$ cat src/rtl/baud_pkg.sv
// rtl/baud_pkg.sv - shared defaults, width helper and divisor type for the baud tick generator
package baud_pkg;

  localparam int INT_W_DEF  = 16;
  localparam int FRAC_W_DEF = 4;
  localparam int OVS_DEF    = 16;

  // Bits needed to index OVS oversample ticks (OVS is a power of two)
  function automatic int baud_log2(input int v);
    int r;
    r = 0;
    while ((1 << r) < v) r++;
    return r;
  endfunction

  typedef struct packed {
    logic [INT_W_DEF-1:0]  div_int;
    logic [FRAC_W_DEF-1:0] div_frac;
  } baud_div_t;

endpackage

$ cat src/rtl/baud_frac_acc.sv
// rtl/baud_frac_acc.sv - fractional phase accumulator producing the period-stretch carry
module baud_frac_acc
  import baud_pkg::*;
#(
  parameter int FRAC_W = FRAC_W_DEF
) (
  input  logic              clk,
  input  logic              rst,
  input  logic              clear,
  input  logic              period_end,
  input  logic [FRAC_W-1:0] div_frac_act,
  output logic              c
);

  logic [FRAC_W-1:0] acc;
  logic [FRAC_W:0]   sum;

  assign sum = {1'b0, acc} + {1'b0, div_frac_act};
  assign c   = sum[FRAC_W];

  always_ff @(posedge clk or posedge rst) begin
    if (rst) begin
      acc <= '0;
    end else if (clear) begin
      acc <= '0;
    end else if (period_end) begin
      acc <= sum[FRAC_W-1:0];
    end
  end

endmodule

$ cat src/rtl/baud_tick_gen.sv
// rtl/baud_tick_gen.sv - fractional baud tick generator with double-buffered divisor
// BAUD_FRAC_EN builds the fractional accumulator; without it div_frac is ignored.
module baud_tick_gen
  import baud_pkg::*;
#(
  parameter int INT_W  = INT_W_DEF,
  parameter int FRAC_W = FRAC_W_DEF,
  parameter int OVS    = OVS_DEF
) (
  input  logic              clk,
  input  logic              rst,
  input  logic              enable,
  input  logic              restart,
  input  logic              load,
  input  logic [INT_W-1:0]  div_int,
  input  logic [FRAC_W-1:0] div_frac,
  output logic              os_tick,
  output logic              mid_tick,
  output logic              bit_tick,
  output logic              cfg_pending
);

  localparam int OVS_W = baud_log2(OVS);
  localparam logic [OVS_W-1:0] MID_IDX  = OVS_W'(OVS / 2 - 1);
  localparam logic [OVS_W-1:0] LAST_IDX = OVS_W'(OVS - 1);

  logic [INT_W-1:0] cnt;
  logic [INT_W-1:0] last;
  logic [INT_W-1:0] base_m1;
  logic [INT_W-1:0] sh_int;
  logic [INT_W-1:0] act_int;
  logic [OVS_W-1:0] os_idx;
  logic             en_q;
  logic             pending;
  logic             running;
  logic             period_end;
  logic             apply;
  logic             clear;
  logic             c;

  // en_q holds the counter at zero on the first enabled edge so the first tick lands L cycles after enable
  assign clear      = restart || !enable;
  assign running    = enable && !restart && en_q;
  assign base_m1    = (act_int == '0) ? '0 : act_int - INT_W'(1);
  assign last       = base_m1 + {{(INT_W-1){1'b0}}, c};
  assign period_end = running && (cnt == last);
  assign apply      = pending && (period_end || !enable);

  assign os_tick     = period_end;
  assign mid_tick    = period_end && (os_idx == MID_IDX);
  assign bit_tick    = period_end && (os_idx == LAST_IDX);
  assign cfg_pending = pending;

  always_ff @(posedge clk or posedge rst) begin
    if (rst) begin
      cnt    <= '0;
      os_idx <= '0;
      en_q   <= 1'b0;
    end else begin
      en_q <= enable;
      if (clear) begin
        cnt    <= '0;
        os_idx <= '0;
      end else if (en_q) begin
        if (period_end) begin
          cnt    <= '0;
          os_idx <= os_idx + OVS_W'(1);
        end else begin
          cnt <= cnt + INT_W'(1);
        end
      end
    end
  end

  // A load coinciding with apply refills the shadow and keeps it pending for the next boundary
  always_ff @(posedge clk or posedge rst) begin
    if (rst) begin
      sh_int  <= '0;
      act_int <= '0;
      pending <= 1'b0;
    end else begin
      if (apply) act_int <= sh_int;
      if (load) begin
        sh_int  <= div_int;
        pending <= 1'b1;
      end else if (apply) begin
        pending <= 1'b0;
      end
    end
  end

`ifdef BAUD_FRAC_EN
  logic [FRAC_W-1:0] sh_frac;
  logic [FRAC_W-1:0] act_frac;

  always_ff @(posedge clk or posedge rst) begin
    if (rst) begin
      sh_frac  <= '0;
      act_frac <= '0;
    end else begin
      if (apply) act_frac <= sh_frac;
      if (load) sh_frac <= div_frac;
    end
  end

  baud_frac_acc #(
    .FRAC_W(FRAC_W)
  ) u_frac_acc (
    .clk         (clk),
    .rst         (rst),
    .clear       (clear),
    .period_end  (period_end),
    .div_frac_act(act_frac),
    .c           (c)
  );
`else
  logic unused_frac;
  assign unused_frac = ^div_frac;
  assign c = 1'b0;
`endif

endmodule

$ cat config.mk
export PLATFORM = sky130hd
export DESIGN_NAME = baud_tick_gen
export DESIGN_NICKNAME = d
export VERILOG_FILES = /design/src/rtl/baud_pkg.sv /design/src/rtl/baud_frac_acc.sv /design/src/rtl/baud_tick_gen.sv
export SDC_FILE = /design/constraint.sdc
export NUM_CORES = 1
export LEC_CHECK = 0
export CAP_MARGIN = 40
export CORE_MARGIN = 2
export CORE_UTILIZATION = 25
export DETAILED_ROUTE_END_ITERATION = 8
export HOLD_SLACK_MARGIN = 0.06
export PLACE_DENSITY_LB_ADDON = 0.12
export SLEW_MARGIN = 15
export SYNTH_ARGS = -nofsm -noshare
export SYNTH_HDL_FRONTEND = slang
export SYNTH_SLANG_ARGS = --single-unit
$ cat constraint.sdc
create_clock -name clk -period 7.7 [get_ports clk]
set_input_delay 0.77 -clock clk [delete_from_list [all_inputs] [get_ports clk]]
set_output_delay 0.77 -clock clk [all_outputs]
set_load 0.01 [all_outputs]
==> metrics.txt, run 1 <==
outcome finished, final reports clean; number of instances in the synthesized netlist 370; Setup Viol. Count Final 0; number of top-level pins 29; unrepaired setup endpoints after global routing no; setup TNS 0 ns; CP Data Arrival Time 4.49 ns; global-route wire length before repair 15.1 mm; Hold Crit Start os_idx[0]$_DFFE_PP0P_; Floorplan Core Area 0.0138 mm2; critical path class in2out; number of flops mapped to enable cells by yosys 0; DR iter-0 viols 94; hold buffer count at CTS 0; half-perimeter wire length after detailed placement 6.39 mm; number of buffers inserted during clock tree synthesis 5; Max Freq 190 MHz; H-tree levels 2; antenna-violating nets left 0; NumNets Final 404; Global Route met3 Usage 2.00%; Antenna diodes 0; met2 routing resource usage after global routing 21.3%; Worst setup startpoint enable; Main synth FF type sky130_fd_sc_hd__dfrtp_1; remaining global-route overflow 0; routing usage on met1 17.0%; vias post-DR 2793; Worst-path clk slew 0.08 ns; Critical Path Max Stage Delay 0.97 ns; final clock skew 0.00858 ns; synthesized net count 398; DRC viols 0; number of rows created at floorplan 43; proportion of layout cells with a drive suffix above 1 12.7%; min cycle time layout 5.26 ns; maximum number of pins on one net before global-route repair 55; reg2reg start act_int[0]$_DFFE_PP0P_; post-route cell area 0.00399 mm2; Max Fanout on Critical Path 20; initial antenna violation count 0; netlist area before placement 0.00349 mm2; count of distinct cell types in the synthesized netlist 59; Max IR drop VDD 0.0889 mV; effective utilization at floorplan 25.4%; clock network latency to the later pin of the worst-skew pair 0.30 ns; number of hold violations in the final report 0; Placed Area 0.00385 mm2; kind of capture point of the worst setup path output pin; async set or reset register ratio after synthesis 100%; data required time at the worst endpoint 6.93 ns; all-layer global routing usage 12.8%; pwr/cell area 184 mW/mm2; via count of the first global-routing pass 2916; crit share post-route 68.3%; top library cells by usage in the layout, fill and taps aside 54 x sky130_fd_sc_hd__dfrtp_1, 30 x sky130_fd_sc_hd__nand2_1, 25 x sky130_fd_sc_hd__nor3_1; Chip Height 122 um; average detailed-routed wire length per instance 16.0 um; portion of the post-synthesis area used by sequential elements 38.7%; capturing point of the worst reg2reg path act_int[11]$_DFFE_PP0P_; Crit-path slowest cell sky130_fd_sc_hd__clkdlybuf4s50_1; global placer's final weighted congestion 0.874; PostCTS Resize Cnt 0; hold slack final 0.509 ns; clock tree from TritonCTS built; fin util 29.0%; total count of max-transition violations in the final report 0; CTS sink count 54; post-CTS setup-driven buffer insertion count 0; number of violations of the max-capacitance limit 0; syn_area_per_cell 9.44 um2; top cell type by total area after synthesis sky130_fd_sc_hd__dfrtp_1; horizontal die dimension 122 um; #FFs+latches synth 54; root buffer selected by CTS sky130_fd_sc_hd__clkbuf_16; most prevalent standard cell on the critical path sky130_fd_sc_hd__clkdlybuf4s50_1; die area 0.0149 mm2; worst reg-to-reg setup slack 3.72 ns; Rel. slew slack 45.0%; Hold/Removal Path Class reg2reg; Cell Chain, Critical Path clkdlybuf4s50_1 -> nor2b_1 -> nand2_1 -> a311oi_1 -> o2111ai_1 -> nor4_1 -> o2111a_1 -> and4_1 -> clkdlybuf4s50_1; CP Launch Type primary input; Longest Clk Path Bufs 2; leakage power of the design 1.49 nW; last element of the critical path bit_tick; leading cell type in the layout, fill and taps excluded sky130_fd_sc_hd__dfrtp_1; worst reg-to-reg path cell count 11; average vias per placed instance 5.01; peak-usage layer in the global routing report met2; Port-buffer cells 24; Yosys warning count 0; Worst Tran Pin Value 0.824 ns; total length of routed wires 8.90 mm; First-pass DRT Iterations 4; ranking of synthesized cells by area sky130_fd_sc_hd__dfrtp_1 39%, sky130_fd_sc_hd__mux2_2 5.2%, sky130_fd_sc_hd__o211ai_1 5.2%; Syn-to-layout area delta 14.2%; area share of the largest cell type after synthesis 38.7%
==> through the flow <==
stage / std cells / worst slack, ns / total power [W]
after floorplan: 370 / 4.10 / 0.000466
after global placement: 548 / 2.39 / 0.000509
after detailed placement: 549 / 2.36 / 0.000511
final: 557 / 2.44 / 0.000735
after global routing: 557 / 2.14 / 0.000781
after CTS: 557 / 2.37 / 0.000748
==> where the power goes <==
group	total, W	internal [W]	switching [W]
registers	0.000348	0.000308	0.0000403
logic	0.000155	0.0000754	0.0000793
clock network	0.000232	0.000122	0.000110
total	0.000735	0.000505	0.000230
==> cells in the mapped netlist, types with 4 or more instances <==
| library cell | number |
|---|---|
| sky130_fd_sc_hd__buf_2 | 4 |
| sky130_fd_sc_hd__dfrtp_1 | 54 |
| sky130_fd_sc_hd__nor3_1 | 25 |
| sky130_fd_sc_hd__buf_6 | 4 |
| sky130_fd_sc_hd__nor2_1 | 13 |
| sky130_fd_sc_hd__and3_1 | 4 |
| sky130_fd_sc_hd__nand3_1 | 9 |
| sky130_fd_sc_hd__nor4_1 | 7 |
| sky130_fd_sc_hd__xor2_1 | 11 |
| sky130_fd_sc_hd__nor2b_1 | 4 |
| sky130_fd_sc_hd__inv_1 | 11 |
| sky130_fd_sc_hd__mux2_2 | 16 |
| sky130_fd_sc_hd__mux2i_1 | 4 |
| sky130_fd_sc_hd__and2_1 | 5 |
| sky130_fd_sc_hd__nand2b_1 | 19 |
| sky130_fd_sc_hd__o211ai_2 | 10 |
| sky130_fd_sc_hd__nand4_1 | 10 |
| sky130_fd_sc_hd__xnor2_1 | 14 |
| sky130_fd_sc_hd__nand2_1 | 30 |
| sky130_fd_sc_hd__or3_1 | 5 |
| sky130_fd_sc_hd__o211ai_1 | 24 |
| sky130_fd_sc_hd__o21ai_0 | 4 |
| sky130_fd_sc_hd__or4_1 | 6 |
| sky130_fd_sc_hd__clkbuf_1 | 19 |
| sky130_fd_sc_hd__o31ai_1 | 6 |
| sky130_fd_sc_hd__a21oi_1 | 6 |
==> cells by family after synthesis <==
kind of cell | synth area share (%)
and+or+nand+nor | 23.7
AOI/OAI and AO/OA | 17.8
DFF | 38.7
buffers and inverters | 5.51
xor gates and xnor gates | 6.95
muxes | 6.30
adders and majority gates | 1.07
==> worst min path at each step <==
stage | to | slack, ns | cells after the start
detailed placement | sh_int[10]$_DFFE_PP0P_ | 0.50 | 1
floorplan | os_idx[0]$_DFFE_PP0P_ | 0.47 | 1
global route | sh_int[0]$_DFFE_PP0P_ | 0.53 | 1
CTS | os_idx[0]$_DFFE_PP0P_ | 0.51 | 1
finish | os_idx[0]$_DFFE_PP0P_ | 0.51 | 1
global placement | sh_int[10]$_DFFE_PP0P_ | 0.49 | 1
==> worst max-delay path: cells and delay by family <==
kind	cells	cell delay, ns
AO/OA/AOI/OAI	3	0.86
buffers and inverters	2	1.50
AND/OR/NAND/NOR	4	1.37
==> registers in the layout, indices dropped and copies added, names as in the netlist <==
register,flops
os_idx,4
cfg_pending,1
act_int,16
en_q,1
cnt,16
sh_int,16
==> final cells by class <==
cell class / instances / area, um2
well taps: 180 / 225
clock inverters: 2 / 16.3
inverters: 11 / 41.3
fillers: 1495 / 9780
multi-input cells: 275 / 1950
repair buffers: 29 / 278
flip-flops and latches: 54 / 1350
clock buffers: 6 / 129
==> layer usage <==
layer  vias up  routed length, um
li1       1381                  -
met1      1362               4240
met2        40               4230
met3        10                260
met4         0                168
met5         -                  0
(Power assumes the default switching activity.)
==> run 2: changes to the inputs <==
==> constraint.sdc (replaced) <==
create_clock -name clk -period 5.3 [get_ports clk]
set_input_delay 0.53 -clock clk [delete_from_list [all_inputs] [get_ports clk]]
set_output_delay 0.53 -clock clk [all_outputs]
set_load 0.01 [all_outputs]
==> run 2 against run 1 <==
  * Flip-flop and latch count stayed put
  * Clock-buffer cell count is 1 higher
  * Sequential power is 45% higher
  * Highest routed layer unchanged
  * Sequential share of layout area is 0.45 points lower
  * Critical path depth is 2 higher
==> metrics.txt, run 2 (synthesized netlist as in run 1, its figures left out) <==
outcome finished, final reports clean (unchanged); effective utilization at floorplan 25.4% (unchanged); half-perimeter wire length after detailed placement 6.61 mm (was 6.39 mm); CTS sink count 54 (unchanged); most prevalent standard cell on the critical path sky130_fd_sc_hd__nand3_1 (was sky130_fd_sc_hd__clkdlybuf4s50_1); kind of capture point of the worst setup path output pin (unchanged); Setup Viol. Count Final 0 (unchanged); proportion of layout cells with a drive suffix above 1 13.9% (was 12.7%); NumNets Final 408 (was 404); Hold/Removal Path Class reg2reg (unchanged); CP Data Arrival Time 4.25 ns (was 4.49 ns); min cycle time layout 4.78 ns; vias post-DR 2819 (was 2793); setup TNS 0 ns (unchanged); via count of the first global-routing pass 2899 (was 2916); PostCTS Resize Cnt 0 (unchanged); final clock skew 0.00898 ns (was 0.00858 ns); Max IR drop VDD 0.153 mV (was 0.0889 mV); reg2reg start act_int[0]$_DFFE_PP0P_ (unchanged); antenna-violating nets left 0 (unchanged); Rel. slew slack 50.1% (was 45.0%); global placer's final weighted congestion 0.818 (was 0.874); Longest Clk Path Bufs 2 (unchanged); leading cell type in the layout, fill and taps excluded sky130_fd_sc_hd__dfrtp_1 (unchanged); initial antenna violation count 0 (unchanged); leakage power of the design 1.52 nW (was 1.49 nW); total count of max-transition violations in the final report 0 (unchanged); fin util 29.4% (was 29.0%); Worst Tran Pin Value 0.747 ns (was 0.824 ns); total length of routed wires 9.20 mm (was 8.90 mm); DRC viols 0 (unchanged); Critical Path Max Stage Delay 0.64 ns (was 0.97 ns); number of rows created at floorplan 43 (unchanged); number of top-level pins 29 (unchanged); crit share post-route 90.2%; pwr/cell area 272 mW/mm2 (was 184 mW/mm2); registers with the most flip-flops act_int: 16 flops, cnt: 16 flops, sh_int: 16 flops (unchanged); CP Launch Type register (was primary input); worst reg-to-reg setup slack 1.49 ns (was 3.72 ns); post-CTS setup-driven buffer insertion count 0 (unchanged); all-layer global routing usage 13.5% (was 12.8%); Max Fanout on Critical Path 7 (was 20); number of filler instances in the final layout 1517 (was 1495); horizontal die dimension 122 um (unchanged); global-route wire length before repair 15.6 mm (was 15.1 mm); die area 0.0149 mm2 (unchanged); clock tree from TritonCTS built (unchanged); average detailed-routed wire length per instance 16.4 um (was 16.0 um); number of hold violations in the final report 0 (unchanged); worst reg-to-reg path cell count 12 (was 11); number of buffers inserted during clock tree synthesis 5 (unchanged); capturing point of the worst reg2reg path cfg_pending$_DFFE_PP0P_ (was act_int[11]$_DFFE_PP0P_); Chip Height 122 um (unchanged); Syn-to-layout area delta 15.8% (was 14.2%); maximum number of pins on one net before global-route repair 55 (unchanged); end point of the worst hold path sh_int[11]$_DFFE_PP0P_ (was os_idx[0]$_DFFE_PP0P_); hold buffer count at CTS 0 (unchanged); Hold Crit Start sh_int[11]$_DFFE_PP0P_ (was os_idx[0]$_DFFE_PP0P_); critical path class reg2out (was in2out); DR iter-0 viols 110 (was 94); Antenna diodes 0 (unchanged); Crit-path slowest cell sky130_fd_sc_hd__nor3b_1 (was sky130_fd_sc_hd__clkdlybuf4s50_1); Cell Chain, Critical Path inv_1 -> ha_1 -> nor3b_1 -> nand2_1 -> or4_1 -> nand3_1 -> nand3_1 -> a2111oi_0 -> o2111a_1 -> and4_1 -> clkdlybuf4s50_1 (was clkdlybuf4s50_1 -> nor2b_1 -> nand2_1 -> a311oi_1 -> o2111ai_1 -> nor4_1 -> o2111a_1 -> and4_1 -> clkdlybuf4s50_1); Worst Setup Slack, final 0.519 ns (was 2.44 ns); remaining global-route overflow 0 (unchanged); unrepaired setup endpoints after global routing no (unchanged); number of violations of the max-capacitance limit 0 (unchanged); Port-buffer cells 24 (unchanged); Max Freq 209 MHz; First-pass DRT Iterations 4 (unchanged); average vias per placed instance 5.02 (was 5.01); Floorplan Core Area 0.0138 mm2 (unchanged); H-tree levels 2 (unchanged); root buffer selected by CTS sky130_fd_sc_hd__clkbuf_16 (unchanged); top library cells by usage in the layout, fill and taps aside 54 x sky130_fd_sc_hd__dfrtp_1, 30 x sky130_fd_sc_hd__nand2_1, 25 x sky130_fd_sc_hd__nor3_1 (unchanged); data required time at the worst endpoint 4.77 ns (was 6.93 ns); Setup WS pre-CTS 0.846 ns (was 2.36 ns); clock network latency to the later pin of the worst-skew pair 0.30 ns (about the same); Worst-path clk slew 0.07 ns (was 0.08 ns); instance count along the most critical hold path 1 (unchanged)
[run 2: cell type report]
cell class                      count  area, um2  share of cell area (%)
Clock inverter                      1       8.76                   0.217
Timing Repair Buffer               33        315                    7.79
Clock buffer                        7        153                    3.77
Inverter                           11       41.3                    1.02
Sequential cell                    54       1350                    33.4
Multi-Input combinational cell    275       1950                    48.2
Tap cell                          180        225                    5.57
[run 2: routing by layer]
layer	part of all wire (%)	wire, um	GRT usage (%)	vias up
met4	1.7	160	4.09	0
li1	-	-	-	1387
met3	2.9	271	2.74	11
met1	50	4560	18.7	1382
met5	0	0	0	-
met2	46	4210	21.2	39
[run 2: power breakdown]
part / switching, W / total (W) / internal (W)
Sequential: 0.0000582 / 0.000506 / 0.000447
Clock: 0.000160 / 0.000362 / 0.000202
Combinational: 0.000119 / 0.000232 / 0.000113
[run 2: through the flow]
step                      cell area (um2)  hold WS, ns  total power, W  cells
after floorplan                      3490        0.471        0.000677    370
after global placement               3870        0.492        0.000742    552
after detailed placement             3870        0.497        0.000747    552
after CTS                            4030        0.515         0.00112    560
after global routing                 4050        0.530         0.00117    561
final                                4050        0.509         0.00110    561
[run 2: how the worst max path moves through the flow]
stage                     slack (ns)  depth (start not counted)                    from       end
final                           0.52                         11  act_int[0]$_DFFE_PP0P_  bit_tick
after global routing            0.27                         11  act_int[0]$_DFFE_PP0P_  mid_tick
after CTS                       0.49                         11  act_int[0]$_DFFE_PP0P_  mid_tick
after detailed placement        0.85                         11  act_int[0]$_DFFE_PP0P_  mid_tick
after global placement          0.90                         11  act_int[0]$_DFFE_PP0P_  bit_tick
after floorplan                 1.94                          9  act_int[0]$_DFFE_PP0P_  bit_tick
[run 2: worst max-delay path, delay by kind of cell (launching register included)]
| kind | cells | cell delay, ns |
|---|---|---|
| compound gates | 2 | 0.97 |
| fa+ha+maj | 1 | 0.21 |
| buf+inv | 2 | 0.64 |
| flops | 1 | 0.45 |
| simple gates | 6 | 1.68 |
==> run 3: changes to the inputs <==
==> constraint.sdc (replaced) <==
create_clock -name clk -period 5.3 [get_ports clk]
set_input_delay 0.53 -clock clk [delete_from_list [all_inputs] [get_ports clk]]
set_output_delay 0.53 -clock clk [all_outputs]
set_load 0.02 [all_outputs]
==> run 3 against run 2 <==
  * Setup slack gained 0.0099 ns
  * Sequential share of layout area about the same
  * Largest power group unchanged
  * First-iteration DRC count is 6.4% higher
  * Via count grew 0.96%
  * Sequential power is essentially flat
==> metrics.txt, run 3 (synthesized netlist as in run 1, its figures left out) <==
final clock skew 0.00639 ns (was 0.00898 ns); Tot Pwr 0.00112 W (was 0.00110 W); NumNets Final 408 (unchanged); global placer's final weighted congestion 0.835 (was 0.818); min cycle time layout 4.77 ns (was 4.78 ns); Crit-path slowest cell sky130_fd_sc_hd__nor3b_1 (unchanged); hold buffer count at CTS 0 (unchanged); reg2reg start act_int[0]$_DFFE_PP0P_ (unchanged); post-placement cell count 552 (unchanged); number of top-level pins 29 (unchanged); global-route wire length before repair 15.7 mm (was 15.6 mm); initial antenna violation count 0 (unchanged); Max Fanout on Critical Path 7 (unchanged); Max IR drop VDD 0.166 mV (was 0.153 mV); Worst Tran Pin Value 0.760 ns (was 0.747 ns); data required time at the worst endpoint 4.77 ns (about the same); Syn-to-layout area delta 15.9% (was 15.8%); Longest Clk Path Bufs 2 (unchanged); outcome finished, final reports clean (unchanged); total buffers and inverters traversed by the critical path 2 (unchanged); half-perimeter wire length after detailed placement 6.51 mm (was 6.61 mm); maximum number of pins on one net before global-route repair 55 (unchanged); CP Launch Type register (unchanged); First-pass DRT Iterations 4 (unchanged); clock network latency to the later pin of the worst-skew pair 0.30 ns (about the same); proportion of layout cells with a drive suffix above 1 13.6% (was 13.9%); leading cell type in the layout, fill and taps excluded sky130_fd_sc_hd__dfrtp_1 (unchanged); average detailed-routed wire length per instance 16.3 um (was 16.4 um); Floorplan Core Area 0.0138 mm2 (unchanged); Worst setup startpoint act_int[0]$_DFFE_PP0P_ (unchanged); registers with the most flip-flops act_int: 16 flops, cnt: 16 flops, sh_int: 16 flops (unchanged); Max Freq 210 MHz (was 209 MHz); top library cells by usage in the layout, fill and taps aside 54 x sky130_fd_sc_hd__dfrtp_1, 30 x sky130_fd_sc_hd__nand2_1, 25 x sky130_fd_sc_hd__nor3_1 (unchanged); Worst-path clk slew 0.07 ns (about the same); most prevalent standard cell on the critical path sky130_fd_sc_hd__nand3_1 (unchanged); number of buffers inserted during clock tree synthesis 5 (unchanged); unrepaired setup endpoints after global routing no (unchanged); Rel. slew slack 49.3% (was 50.1%); dominant delay contributor by cell family on the critical path simple AND/OR/NAND/NOR gates (unchanged); clock tree from TritonCTS built (unchanged); die area 0.0149 mm2 (unchanged); critical path class reg2out (unchanged); average vias per placed instance 5.07 (was 5.02); number of hold violations in the final report 0 (unchanged); post-CTS setup-driven buffer insertion count 0 (unchanged); kind of capture point of the worst setup path output pin (unchanged); horizontal die dimension 122 um (unchanged); CTS sink count 54 (unchanged); Setup WS pre-CTS 0.817 ns (was 0.846 ns); Hold/Removal Path Class reg2reg (unchanged); CP Data Arrival Time 4.24 ns (was 4.25 ns); effective utilization at floorplan 25.4% (unchanged); remaining global-route overflow 0 (unchanged); H-tree levels 2 (unchanged); Chip Height 122 um (unchanged); number of rows created at floorplan 43 (unchanged); DR iter-0 viols 117 (was 110); antenna-violating nets left 0 (unchanged); final cell count without fillers 561 (unchanged); setup TNS 0 ns (unchanged); PostCTS Resize Cnt 0 (unchanged); root buffer selected by CTS sky130_fd_sc_hd__clkbuf_16 (unchanged); Hold Crit Start sh_int[10]$_DFFE_PP0P_ (was sh_int[11]$_DFFE_PP0P_); all-layer global routing usage 13.6% (was 13.5%); leakage power of the design 1.52 nW (about the same); Port-buffer cells 24 (unchanged); number of violations of the max-capacitance limit 0 (unchanged); Critical Path Max Stage Delay 0.62 ns (was 0.64 ns); via count of the first global-routing pass 2896 (was 2899); crit share post-route 90.0% (was 90.2%); fin util 29.4% (about the same); Worst Setup Slack, final 0.529 ns (was 0.519 ns); vias post-DR 2846 (was 2819); total count of max-transition violations in the final report 0 (unchanged); pwr/cell area 277 mW/mm2 (was 272 mW/mm2); DRC viols 0 (unchanged); Antenna diodes 0 (unchanged); Cell Chain, Critical Path inv_1 -> ha_1 -> nor3b_1 -> nand2_1 -> or4_1 -> nand3_1 -> nand3_1 -> a2111oi_0 -> o2111a_1 -> and4_1 -> clkdlybuf4s50_1 (unchanged); total length of routed wires 9.13 mm (was 9.20 mm); Setup Viol. Count Final 0 (unchanged)
-- run 3: final cells by class --
type / instances / area (um2)
Multi-Input combinational cell: 275 / 1950
Tap cell: 180 / 225
Timing Repair Buffer: 33 / 315
Inverter: 11 / 41.3
Sequential cell: 54 / 1350
Clock inverter: 2 / 37.5
Fill cell: 1496 / 9720
Clock buffer: 6 / 129
-- run 3: metrics by stage --
| step | hold slack (ns) | area, um2 |
|---|---|---|
| 3_5_place_dp | 0.497 | 3870 |
| 5_1_grt | 0.529 | 4050 |
| 4_1_cts | 0.514 | 4040 |
| 3_3_place_gp | 0.492 | 3870 |
| 6_report | 0.507 | 4050 |
| 2_1_floorplan | 0.471 | 3490 |
-- run 3: worst register-to-register path, delay by kind of cell (launching register included) --
kind / cells / cell delay [ns]
flops: 1 / 0.45
fa+ha+maj: 1 / 0.22
compound gates: 3 / 0.68
buf+inv: 3 / 0.62
simple gates: 5 / 1.73
-- run 3: final timing paths --
path / endpoint / slack (ns) / cells after the start
worst max register to register: cfg_pending$_DFFE_PP0P_ / 1.51 / 12
worst min-delay path: sh_int[10]$_DFFE_PP0P_ / 0.51 / 1
min in group asynchronous: cnt[10]$_DFFE_PP0P_ / 0.73 / 3
worst max-delay path: bit_tick / 0.53 / 11
worst min register to register: sh_int[10]$_DFFE_PP0P_ / 0.51 / 1
max in group asynchronous: act_int[7]$_DFFE_PP0P_ / 4.03 / 3
-- run 3: layer usage --
metal  wire length [um]  share of wire, %  global-route usage, %
met4                131               1.4                   4.38
met2               4200                46                   21.2
met5                  0                 0                      0
met3                278               3.0                   2.83
met1               4520                50                   18.7
-- run 3: power breakdown --
| group | total, W | leakage (nW) | internal [W] | switching, W |
|---|---|---|---|---|
| Clock | 0.000385 | 0.0771 | 0.000224 | 0.000162 |
| Combinational | 0.000231 | 0.765 | 0.000113 | 0.000118 |
| Sequential | 0.000507 | 0.679 | 0.000447 | 0.0000595 |
